==> src/rtl/soft_trig_receiver_if.sv <==
// Handshake and status bundle between the soft-trigger receiver and its trigger handler.
interface soft_trig_receiver_if #(
    parameter int unsigned CNT_WIDTH = 16
);
    logic                 trig_i;
    logic                 enable_i;
    logic                 clear_i;
    logic                 trig_ack_i;
    logic                 trig_req_o;
    logic [2:0]           pending_o;
    logic [CNT_WIDTH-1:0] issued_count_o;
    logic                 dropped_o;
    logic [7:0]           status_o;

    // Receiver side: issues requests and reports status.
    modport master (
        input  trig_i, enable_i, clear_i, trig_ack_i,
        output trig_req_o, pending_o, issued_count_o, dropped_o, status_o
    );

    // Handler/control side: supplies triggers and acknowledges.
    modport slave (
        output trig_i, enable_i, clear_i, trig_ack_i,
        input  trig_req_o, pending_o, issued_count_o, dropped_o, status_o
    );
endinterface

==> src/rtl/soft_trig_receiver.sv <==
// Trigger-domain endpoint for soft triggers: 7-deep pending counter, req/ack issue
// FSM with programmable holdoff, issued counter, sticky drop flag and status byte.
module soft_trig_receiver #(
    parameter int unsigned HOLDOFF   = 4,
    parameter int unsigned CNT_WIDTH = 16
) (
    input logic                  trigclk_i,
    input logic                  rst_n_i,
    soft_trig_receiver_if.master bus
);
    localparam int unsigned PEND_W = 3;
    localparam int unsigned HOLD_W = 8;
    localparam logic [PEND_W-1:0] PEND_MAX  = PEND_W'(7);
    localparam logic [HOLD_W-1:0] HOLD_LOAD = HOLD_W'(HOLDOFF);

    typedef enum logic [1:0] {
        IDLE = 2'd0,
        REQ  = 2'd1,
        HOLD = 2'd2
    } state_t;

    state_t                state;
    state_t                state_next;
    logic [HOLD_W-1:0]     hold_cnt;
    logic [HOLD_W-1:0]     hold_cnt_next;
    logic                  req_q;
    logic [PEND_W-1:0]     pending;
    logic [CNT_WIDTH-1:0]  issued;
    logic                  dropped;
    logic                  inc;
    logic                  dec;

    // A trigger only counts when enabled; a request retires only while it is raised.
    assign inc = bus.trig_i & bus.enable_i;
    assign dec = req_q & bus.trig_ack_i;

    // Pending queue depth, issued counter and sticky overflow flag.
    always_ff @(posedge trigclk_i or negedge rst_n_i) begin
        if (!rst_n_i) begin
            pending <= '0;
            issued  <= '0;
            dropped <= 1'b0;
        end else if (bus.clear_i) begin
            pending <= '0;
            issued  <= '0;
            dropped <= 1'b0;
        end else begin
            if (inc && !dec) begin
                if (pending != PEND_MAX) begin
                    pending <= pending + PEND_W'(1);
                end else begin
                    dropped <= 1'b1;
                end
            end else if (dec && !inc) begin
                pending <= pending - PEND_W'(1);
            end
            if (dec) begin
                issued <= issued + CNT_WIDTH'(1);
            end
        end
    end

    // Issue FSM state, holdoff counter and registered request.
    always_ff @(posedge trigclk_i or negedge rst_n_i) begin
        if (!rst_n_i) begin
            state    <= IDLE;
            hold_cnt <= '0;
            req_q    <= 1'b0;
        end else begin
            state    <= state_next;
            hold_cnt <= hold_cnt_next;
            req_q    <= (state_next == REQ);
        end
    end

    // Next-state logic: raise a request per queued trigger, then enforce holdoff.
    always_comb begin
        state_next    = state;
        hold_cnt_next = hold_cnt;
        case (state)
            IDLE: begin
                if (pending != '0) begin
                    state_next = REQ;
                end
            end
            REQ: begin
                if (bus.trig_ack_i) begin
                    if (HOLD_LOAD == '0) begin
                        state_next = IDLE;
                    end else begin
                        state_next    = HOLD;
                        hold_cnt_next = HOLD_LOAD;
                    end
                end
            end
            HOLD: begin
                if (hold_cnt <= HOLD_W'(1)) begin
                    state_next    = IDLE;
                    hold_cnt_next = '0;
                end else begin
                    hold_cnt_next = hold_cnt - HOLD_W'(1);
                end
            end
            default: begin
                state_next    = IDLE;
                hold_cnt_next = '0;
            end
        endcase
        if (bus.clear_i) begin
            state_next    = IDLE;
            hold_cnt_next = '0;
        end
    end

    // Outputs; only the enable bit of status is a live input.
    assign bus.trig_req_o     = req_q;
    assign bus.pending_o      = pending;
    assign bus.issued_count_o = issued;
    assign bus.dropped_o      = dropped;
    assign bus.status_o       = {dropped, req_q, (state == HOLD), bus.enable_i, 1'b0, pending};
endmodule

==> src/flat_wrapper.sv <==
// flat-port wrapper written by rule: the top's interface ports become plain ports
module soft_trig_receiver_flat 
#(
    parameter int unsigned HOLDOFF   = 4,
    parameter int unsigned CNT_WIDTH = 16
)
  (trigclk_i, rst_n_i, bus_trig_i, bus_enable_i, bus_clear_i, bus_trig_ack_i, bus_trig_req_o, bus_pending_o, bus_issued_count_o, bus_dropped_o, bus_status_o);
  soft_trig_receiver_if #(.CNT_WIDTH(CNT_WIDTH)) bus_i ();
  input logic trigclk_i;
  input logic rst_n_i;
  input wire logic [$bits(bus_i.trig_i)-1:0] bus_trig_i;
  input wire logic [$bits(bus_i.enable_i)-1:0] bus_enable_i;
  input wire logic [$bits(bus_i.clear_i)-1:0] bus_clear_i;
  input wire logic [$bits(bus_i.trig_ack_i)-1:0] bus_trig_ack_i;
  output wire logic [$bits(bus_i.trig_req_o)-1:0] bus_trig_req_o;
  output wire logic [$bits(bus_i.pending_o)-1:0] bus_pending_o;
  output wire logic [$bits(bus_i.issued_count_o)-1:0] bus_issued_count_o;
  output wire logic [$bits(bus_i.dropped_o)-1:0] bus_dropped_o;
  output wire logic [$bits(bus_i.status_o)-1:0] bus_status_o;
  assign bus_i.trig_i = bus_trig_i;
  assign bus_i.enable_i = bus_enable_i;
  assign bus_i.clear_i = bus_clear_i;
  assign bus_i.trig_ack_i = bus_trig_ack_i;
  assign bus_trig_req_o = bus_i.trig_req_o;
  assign bus_pending_o = bus_i.pending_o;
  assign bus_issued_count_o = bus_i.issued_count_o;
  assign bus_dropped_o = bus_i.dropped_o;
  assign bus_status_o = bus_i.status_o;
  soft_trig_receiver #(.HOLDOFF(HOLDOFF), .CNT_WIDTH(CNT_WIDTH)) u_core (.trigclk_i(trigclk_i), .rst_n_i(rst_n_i), .bus(bus_i));
endmodule
==> config.mk <==
export PLATFORM = sky130hd
export DESIGN_NAME = soft_trig_receiver_flat
export DESIGN_NICKNAME = d
export VERILOG_FILES = /design/src/rtl/soft_trig_receiver_if.sv /design/src/rtl/soft_trig_receiver.sv /design/src/flat_wrapper.sv
export SDC_FILE = /design/constraint.sdc
export NUM_CORES = 1
export LEC_CHECK = 0
export CORE_UTILIZATION = 25
export CTS_BUF_LIST = sky130_fd_sc_hd__clkbuf_4
export DETAILED_ROUTE_END_ITERATION = 12
export GPL_TIMING_DRIVEN = 1
export SETUP_SLACK_MARGIN = 0.1
export SKIP_CTS_REPAIR_TIMING = 1
export SYNTH_ARGS = -nofsm -noshare
export SYNTH_HDL_FRONTEND = slang
export SYNTH_SLANG_ARGS = --single-unit
==> constraint.sdc <==
create_clock -name trigclk_i -period 5 [get_ports trigclk_i]
set_clock_uncertainty 0.15 [all_clocks]
set_input_delay 1 -clock trigclk_i [delete_from_list [all_inputs] [get_ports trigclk_i]]
set_output_delay 1 -clock trigclk_i [all_outputs]
set_load 0.01 [all_outputs]
==> reports/results.tsv, run 1 <==
stage	metric	value	unit
outcome	outcome	completed	
layout	ANT cells	0	
logic_synthesis	Yosys top cell by area	dfrtp_1	
worst_setup_path	CP max-delay cell	clkdlybuf4s50_1	
logic_synthesis	most common cell in the netlist	dfrtp_1	
routing	Antenna Violating Nets Remaining	0	
die	die area	0.00771	sq mm
worst_setup_path	CP Launch Type	input pin	
die	row cnt	30	
pwr	VDD IR-drop max	0.000153	V
sta	RSZ-0062 raised after global routing	false	
sta	Setup WS post-layout	1.84	ns
logic_synthesis	syn_nets	210	
layout	Area Overhead vs Synth	24.3	%
die	initial core utilization	26.5	%
grt	first-pass GRT wire length	6.62	mm
die	area of the core	0.00694	sq mm
grt	gr usage total	11.1	%
worst_setup_path	critical path data required time	3.85	ns
placed_design	IO Port Bufs	33	
worst_setup_path	WP buf/inv	2	
logic_synthesis	largest family of logic cells by synthesized area	simple AND/OR/NAND/NOR gates	
grt	global route overflow	0	
die	Die Ht	87.8	microns
placed_design	dpl hpwl	2.72	mm
grt	largest net degree at the start of global routing	32	
logic_synthesis	number of flops mapped to enable cells by yosys	0	
sta	Setup Viol. Count Final	0	
sta	fin crit share	63.1	%
routing	vias per cell	4.55	
flow_run	max-cap viol count	0	
logic_synthesis	Synth cell types	46	
worst_setup_path	CP max stage delay	0.53	ns
sta	total negative slack	0	ns
logic_synthesis	synth cell count leaders	dfrtp_1 (31), nor2_1 (22), inv_1 (12), nor3_1 (10)	
routing	drt first-iter violations	61	
logic_synthesis	Seq/Total Area, Yosys	42.1	%
layout	layout cells sized above 1	7.52	%
clocking	TritonCTS Buffers	5	
hold_path	hold crit path type	reg2reg	
logic_synthesis	Post-Syn Instances	196	
worst_setup_path	crit path DAT	2.01	ns
die	Die W	87.8	microns
logic_synthesis	Syn. warnings	0	
layout	Layout fillers	727	
sta	worst relative slew slack	62.7	%
logic_synthesis	Simple-Gate Fraction of Synth Area	23.0	%
routing	DRT Wirelength	3.82	mm
pwr	power per cell area	315	mW/mm^2
sta	fmax	317	MHz
sta	Slew Limit Fails	0	
logic_synthesis	Compound-Gate Fraction of Synth Area	14.7	%
layout	layout net count	239	
logic_synthesis	Syn Std Cell Area	0.00184	sq mm
worst_setup_path	Worst Path Max Fanout	2	
pwr	Lkg Pwr	0.968	nW
clocking	H-Tree Level Count	2	
worst_setup_path	Worst Path Class, Setup	in2out	
logic_synthesis	most common flop cell mapped by yosys	dfrtp_1	
sta	Fin Hold WS	0.378	ns
logic_synthesis	post-synthesis mux area share	1.22	%
placed_design	pre-CTS WS	1.77	ns
grt	vias in the first global route	1359	
clocking	Sink Count	31	
routing	drt drc	0	
worst_setup_path	CP top delay family	buffers and inverters	
grt	initial antenna violation count	0	
clocking	clock slew at reported path FFs	0.10	ns
routing	drt first pass iters	4	
placed_design	gpl congestion	0.751	
logic_synthesis	#FFs+latches synth	31	
die	IO Count	35	
worst_setup_path	crit end category	output port	
worst_setup_path	critical path's most frequent cell	clkdlybuf4s50_1	
routing	average wire per standard cell	11.9	microns
logic_synthesis	top post-synthesis cells by area	dfrtp_1 (42%), ha_1 (4.8%), nor2_1 (4.5%)	
routing	Via Count	1464	
clocking	root cell of the clock tree	clkbuf_4	
logic_synthesis	Avg Cell Area, Syn	9.39	sq um
clocking	worst skew pair latency	0.34	ns
clocking	CTS tree	built	
logic_synthesis	Adder-Cell Fraction of Synth Area	5.85	%
sta	Hold Fails Final Rpt	0	
logic_synthesis	asr flop ratio synth	100	%
sta	Worst-Margin Slew	0.546	ns
sta	min cycle time layout	3.16	ns
clocking	Clock Path Buffers	2	
logic_synthesis	Synth top area share	42.1	%
logic_synthesis	XOR/XNOR share of the synthesized area	5.23	%
worst_setup_path	crit-path cells	clkdlybuf4s50_1, clkdlybuf4s50_1	
## power by group
group / internal [mW] / total, mW / switching, mW
Clock: 0.103 / 0.192 / 0.0896
Combinational: 0.112 / 0.226 / 0.114
Sequential: 0.272 / 0.302 / 0.0302
Total: 0.487 / 0.721 / 0.234
## placed cells by master, fill, tap and decap left out, types with 4 or more instances in the layout
cell type         n
nor4_1            7
ha_1              7
dfrtp_1          31
xnor2_1           9
a21o_1            6
nor3_1           10
nand3_1           6
a21oi_1           9
clkbuf_4          5
o21ai_0           7
nor2_1           22
or3_1             6
a211oi_1          4
inv_1            12
clkdlybuf4s50_1  33
nand2_1           9
## layout make-up
| cell class | count | area (sq um) | area share, % |
|---|---|---|---|
| clock buffer | 5 | 37.5 | 1.64 |
| clock inverter | 3 | 38.8 | 1.70 |
| inverter | 12 | 45.0 | 1.97 |
| multi-input combinational | 140 | 925 | 40.4 |
| sequential | 31 | 776 | 33.9 |
| tap | 96 | 120 | 5.25 |
| timing repair buffer | 35 | 345 | 15.1 |
## flip-flops by register name, summed over array words and instances (netlist names)
signal / flops
u_core.bus.pending_o: 3
u_core.bus.issued_count_o: 16
u_core.bus.trig_req_o: 1
u_core.state: 2
u_core.hold_cnt: 8
u_core.bus.dropped_o: 1
## final timing paths
path	start	to	slack (ns)	depth (start not counted)
setup / recovery	bus_enable_i	bus_status_o[4]	1.84	2
hold / removal	u_core.hold_cnt[7]$_DFFE_PN0P_	u_core.hold_cnt[7]$_DFFE_PN0P_	0.38	1
setup reg to reg	u_core.hold_cnt[4]$_DFFE_PN0P_	u_core.hold_cnt[2]$_DFFE_PN0P_	2.89	4
hold reg to reg	u_core.hold_cnt[7]$_DFFE_PN0P_	u_core.hold_cnt[7]$_DFFE_PN0P_	0.38	1
max in group asynchronous	rst_n_i	u_core.bus.issued_count_o[15]$_DFFE_PN0P_	3.51	2
min in group asynchronous	rst_n_i	u_core.bus.issued_count_o[5]$_DFFE_PN0P_	0.90	2
## kinds of logic (layout without fill, tap and decap cells)
kind of cell	after synthesis	in the layout
simple gates	79	79
other cells	1	1
compound gates	39	39
fa+ha+maj	8	8
mux	2	2
buf+inv	25	55
xor+xnor	11	11
flops	31	31
## layer usage
layer	wire, microns	up-vias	GRT usage (%)
li1	-	746	-
met2	1780	28	17.1
met3	159	4	2.73
met4	70	0	4.92
met1	1810	686	14.6
met5	0	-	0
## per-stage QoR
| stage | power [mW] | area, sq um | utilization [%] | std cells |
|---|---|---|---|---|
| 2_1_floorplan | 0.457 | 1840 | - | 196 |
| 3_3_place_gp | 0.535 | 2210 | 31.8 | 314 |
| 3_5_place_dp | 0.533 | 2210 | 31.8 | 314 |
| 4_1_cts | 0.734 | 2290 | 32.9 | 322 |
| 5_1_grt | 0.772 | 2290 | 32.9 | 322 |
| 6_report | 0.721 | 2290 | 32.9 | 322 |
No activity file was read; power rests on OpenSTA's default activity.
==> run 2: changes to the inputs <==
==> constraint.sdc (replaced) <==
create_clock -name trigclk_i -period 3 [get_ports trigclk_i]
set_clock_uncertainty 0.15 [all_clocks]
set_input_delay 0.6 -clock trigclk_i [delete_from_list [all_inputs] [get_ports trigclk_i]]
set_output_delay 0.6 -clock trigclk_i [all_outputs]
set_load 0.01 [all_outputs]
==> reports/results.tsv, run 2 (same netlist as run 1, synthesis figures left out) <==
stage	metric	value	unit
outcome	outcome	completed	
worst_setup_path	CP top delay family	buffers and inverters	
worst_setup_path	critical path data required time	2.25	ns
worst_setup_path	Worst Path Class, Setup	in2out	
sta	Hold Fails Final Rpt	0	
sta	fin crit share	79.4	%
clocking	clock slew at reported path FFs	0.10	ns
pwr	Power Total	1.21	mW
clocking	root cell of the clock tree	clkbuf_4	
clocking	Sink Count	31	
die	area of the core	0.00694	sq mm
clocking	CTS tree	built	
layout	layout net count	241	
clocking	TritonCTS Buffers	5	
layout	layout cells sized above 1	8.33	%
sta	RSZ-0062 raised after global routing	false	
flow_run	max-cap viol count	0	
layout	ANT cells	0	
sta	Setup Viol. Count Final	0	
clocking	H-Tree Level Count	2	
placed_design	gpl congestion	0.813	
worst_setup_path	WP buf/inv	2	
die	die area	0.00771	sq mm
layout	commonest non-fill, non-tap cell in the layout	clkdlybuf4s50_1	
routing	drt first-iter violations	107	
clocking	Clock Path Buffers	2	
die	Die W	87.8	microns
sta	Slew Limit Fails	0	
die	initial core utilization	26.5	%
worst_setup_path	CP Launch Type	input pin	
sta	total negative slack	0	ns
routing	drt drc	0	
sta	Fin Hold WS	0.365	ns
worst_setup_path	crit path DAT	1.63	ns
grt	global route overflow	0	
hold_path	hold crit path type	reg2reg	
sta	worst relative slew slack	62.7	%
die	IO Count	35	
grt	largest net degree at the start of global routing	32	
placed_design	IO Port Bufs	33	
worst_setup_path	Worst Path Max Fanout	2	
grt	first-pass GRT wire length	6.65	mm
layout	Finished Layout Cells	324	
grt	vias in the first global route	1339	
clocking	worst skew pair latency	0.33	ns
worst_setup_path	crit-path cells	clkdlybuf4s50_1, clkdlybuf4s50_1	
routing	Antenna Violating Nets Remaining	0	
die	Die Ht	87.8	microns
sta	Worst-Margin Slew	0.545	ns
grt	gr usage total	11.3	%
placed_design	dpl hpwl	2.76	mm
sta	min cycle time layout	2.38	ns
routing	average wire per standard cell	11.9	microns
routing	Via Count	1492	
layout	Area Overhead vs Synth	25.1	%
layout	most frequent cells in the layout	clkdlybuf4s50_1 (33), dfrtp_1 (31), nor2_1 (22), inv_1 (12), nor3_1 (10)	
worst_setup_path	CP max stage delay	0.55	ns
pwr	VDD IR-drop max	0.000266	V
routing	drt first pass iters	4	
placed_design	placed cell count	316	
routing	vias per cell	4.60	
worst_setup_path	critical path's most frequent cell	clkdlybuf4s50_1	
layout	Largest register FFs	16	
worst_setup_path	crit end category	output port	
grt	initial antenna violation count	0	
sta	fmax	420	MHz
layout	Layout fillers	702	
worst_setup_path	CP max-delay cell	clkdlybuf4s50_1	
pwr	power per cell area	525	mW/mm^2
routing	DRT Wirelength	3.87	mm
die	row cnt	30	
pwr	Lkg Pwr	0.978	nW
run 2: metrics by stage:
| step | setup WS, ns | cell area (sq um) | util [%] |
|---|---|---|---|
| 4_1_cts | 0.591 | 2300 | 33.2 |
| 5_1_grt | 0.520 | 2300 | 33.2 |
| 2_1_floorplan | 0.962 | 1840 | - |
| 6_report | 0.618 | 2300 | 33.2 |
| 3_5_place_dp | 0.399 | 2230 | 32.1 |
| 3_3_place_gp | 0.424 | 2230 | 32.1 |
run 2: layer usage:
| metal | track usage, % | vias to the layer above | part of all wire, % |
|---|---|---|---|
| li1 | - | 750 | - |
| met1 | 15.1 | 705 | 48 |
| met2 | 16.8 | 32 | 45 |
| met3 | 2.92 | 5 | 4.7 |
| met4 | 5.66 | 0 | 1.9 |
| met5 | 0 | - | 0 |
run 2: final cells by class:
cell class	count	area, sq um	share of cell area, %
Tap cell	96	120	5.22
Clock inverter	3	38.8	1.68
Clock buffer	5	37.5	1.63
Timing Repair Buffer	37	360	15.7
Inverter	12	45.0	1.96
Multi-Input combinational cell	140	925	40.2
Sequential cell	31	776	33.7
run 2: path summary, 6_finish.rpt:
path                                                startpoint  slack (ns)                                        to  cells past startpoint
worst max-delay path                              bus_enable_i        0.62                           bus_status_o[4]                      2
worst min-delay path            u_core.hold_cnt[7]$_DFFE_PN0P_        0.36            u_core.hold_cnt[7]$_DFFE_PN0P_                      1
worst max register to register  u_core.hold_cnt[4]$_DFFE_PN0P_        0.88           u_core.bus.trig_req_o$_DFF_PN0_                      4
worst min register to register  u_core.hold_cnt[7]$_DFFE_PN0P_        0.36            u_core.hold_cnt[7]$_DFFE_PN0P_                      1
max in group asynchronous                              rst_n_i        1.91                 u_core.state[0]$_DFF_PN0_                      2
min in group asynchronous                              rst_n_i        0.50  u_core.bus.issued_count_o[1]$_DFFE_PN0P_                      2
run 2: where the power goes:
| part | internal [mW] | switching, mW | total, mW |
|---|---|---|---|
| registers | 0.453 | 0.0499 | 0.503 |
| logic | 0.191 | 0.192 | 0.383 |
| clock network | 0.171 | 0.151 | 0.322 |
==> run 3: changes to the inputs <==
==> constraint.sdc (replaced) <==
create_clock -name trigclk_i -period 2.1 [get_ports trigclk_i]
set_clock_uncertainty 0.15 [all_clocks]
set_input_delay 0.42 -clock trigclk_i [delete_from_list [all_inputs] [get_ports trigclk_i]]
set_output_delay 0.42 -clock trigclk_i [all_outputs]
set_load 0.01 [all_outputs]
==> reports/results.tsv, run 3 (same netlist as run 1, synthesis figures left out) <==
stage	metric	value	unit
routing	Antenna Violating Nets Remaining	0	
routing	DRT Wirelength	4.05	mm
grt	first-pass GRT wire length	6.75	mm
layout	Area Overhead vs Synth	34.1	%
worst_setup_path	crit path from	u_core.hold_cnt[1]$_DFFE_PN0P_	
layout	Finished Layout Cells	341	
sta	Fin Hold WS	0.319	ns
worst_setup_path	r2r setup slk	0.11	ns
grt	largest net degree at the start of global routing	32	
worst_setup_path	critical path data required time	2.22	ns
worst_setup_path	worst reg2reg path depth	6	
clocking	root cell of the clock tree	clkbuf_4	
sta	fin crit share	94.9	%
die	area of the core	0.00694	sq mm
grt	initial antenna violation count	0	
sta	Setup WS post-layout	0.108	ns
layout	Largest register FFs	16	
pwr	VDD IR-drop max	0.000407	V
layout	layout cells sized above 1	18.8	%
placed_design	pre-CTS WS	-0.250	ns
flow_run	max-cap viol count	0	
routing	vias per cell	4.51	
clocking	Clock Path Buffers	2	
die	Die W	87.8	microns
placed_design	gpl congestion	0.784	
worst_setup_path	CP max-delay cell	dfrtp_1	
grt	global route overflow	0	
sta	total negative slack	0	ns
routing	drt first pass iters	5	
layout	layout net count	258	
pwr	power per cell area	739	mW/mm^2
die	die area	0.00771	sq mm
worst_setup_path	crit end category	flip-flop	
worst_setup_path	crit-path cells	inv_1, ha_2, or3b_1, or4_1, a211oi_1, a21o_1	
worst_setup_path	Worst Path Class, Setup	reg2reg	
die	IO Count	35	
clocking	clock slew at reported path FFs	0.10	ns
die	row cnt	30	
grt	gr usage total	11.5	%
worst_setup_path	CP Launch Type	flip-flop	
worst_setup_path	reg2reg start	u_core.hold_cnt[1]$_DFFE_PN0P_	
worst_setup_path	Worst Path Max Fanout	3	
sta	RSZ-0062 raised after global routing	true	
placed_design	IO Port Bufs	33	
die	initial core utilization	26.5	%
worst_setup_path	crit path DAT	2.11	ns
outcome	outcome	completed	
worst_setup_path	CP max stage delay	0.41	ns
clocking	H-Tree Level Count	2	
clocking	Sink Count	31	
layout	commonest non-fill, non-tap cell in the layout	clkdlybuf4s50_1	
routing	Via Count	1537	
sta	Hold Fails Final Rpt	0	
placed_design	placed cell count	333	
clocking	worst skew pair latency	0.34	ns
routing	drt first-iter violations	75	
clocking	CTS tree	built	
pwr	Lkg Pwr	1.08	nW
placed_design	placed inst area	0.00235	sq mm
worst_setup_path	FF-to-FF End	u_core.hold_cnt[6]$_DFFE_PN0P_	
clocking	TritonCTS Buffers	5	
die	Die Ht	87.8	microns
hold_path	hold crit path type	in2async	
layout	ANT cells	0	
sta	Setup Viol. Count Final	0	
layout	most frequent cells in the layout	clkdlybuf4s50_1 (31), dfrtp_1 (27), nor2_1 (22), buf_4 (20), inv_1 (12)	
sta	fmax	502	MHz
layout	final instance area	0.00247	sq mm
routing	average wire per standard cell	11.9	microns
sta	min cycle time layout	1.99	ns
worst_setup_path	WP buf/inv	1	
routing	drt drc	0	
grt	vias in the first global route	1449	
worst_setup_path	CP top delay family	simple AND/OR/NAND/NOR gates	
placed_design	dpl hpwl	2.98	mm
sta	Slew Limit Fails	0	
==> run 3: power breakdown <==
group          switching, mW  internal [mW]  total [mW]
clock                  0.213          0.245       0.458
combinational          0.308          0.337       0.645
sequential            0.0715          0.650       0.721
total                  0.593           1.23        1.82
==> run 3: worst max path at each step <==
stage / endpoint / slack [ns] / cells past startpoint
after global routing: u_core.hold_cnt[6]$_DFFE_PN0P_ / -0.01 / 6
after CTS: bus_status_o[5] / -0.15 / 3
after floorplan: u_core.hold_cnt[6]$_DFFE_PN0P_ / 0.16 / 6
after detailed placement: u_core.bus.pending_o[2]$_DFFE_PN0P_ / -0.25 / 7
final: u_core.hold_cnt[6]$_DFFE_PN0P_ / 0.11 / 6
after global placement: u_core.bus.pending_o[2]$_DFFE_PN0P_ / -0.18 / 7
==> run 3: routing by layer <==
metal	GRT usage [%]	up-vias	routed length, microns
li1	-	788	-
met1	14.5	712	1930
met2	18.6	31	1850
met3	2.92	6	189
met4	5.37	0	87
met5	0	-	0
==> run 3: through the flow <==
| step | power, mW | util [%] |
|---|---|---|
| floorplan | 1.09 | - |
| global placement | 1.35 | 33.9 |
| detailed placement | 1.35 | 33.9 |
| CTS | 1.82 | 35.0 |
| global route | 1.95 | 35.5 |
| finish | 1.82 | 35.5 |
==> run 3: final cells by class <==
type / instances / area (sq um)
clock inverter: 3 / 38.8
multi-input combinational: 140 / 948
clock buffer: 5 / 37.5
timing repair buffer: 54 / 497
tap: 96 / 120
sequential: 31 / 781
inverter: 12 / 45.0
fill: 699 / 4480
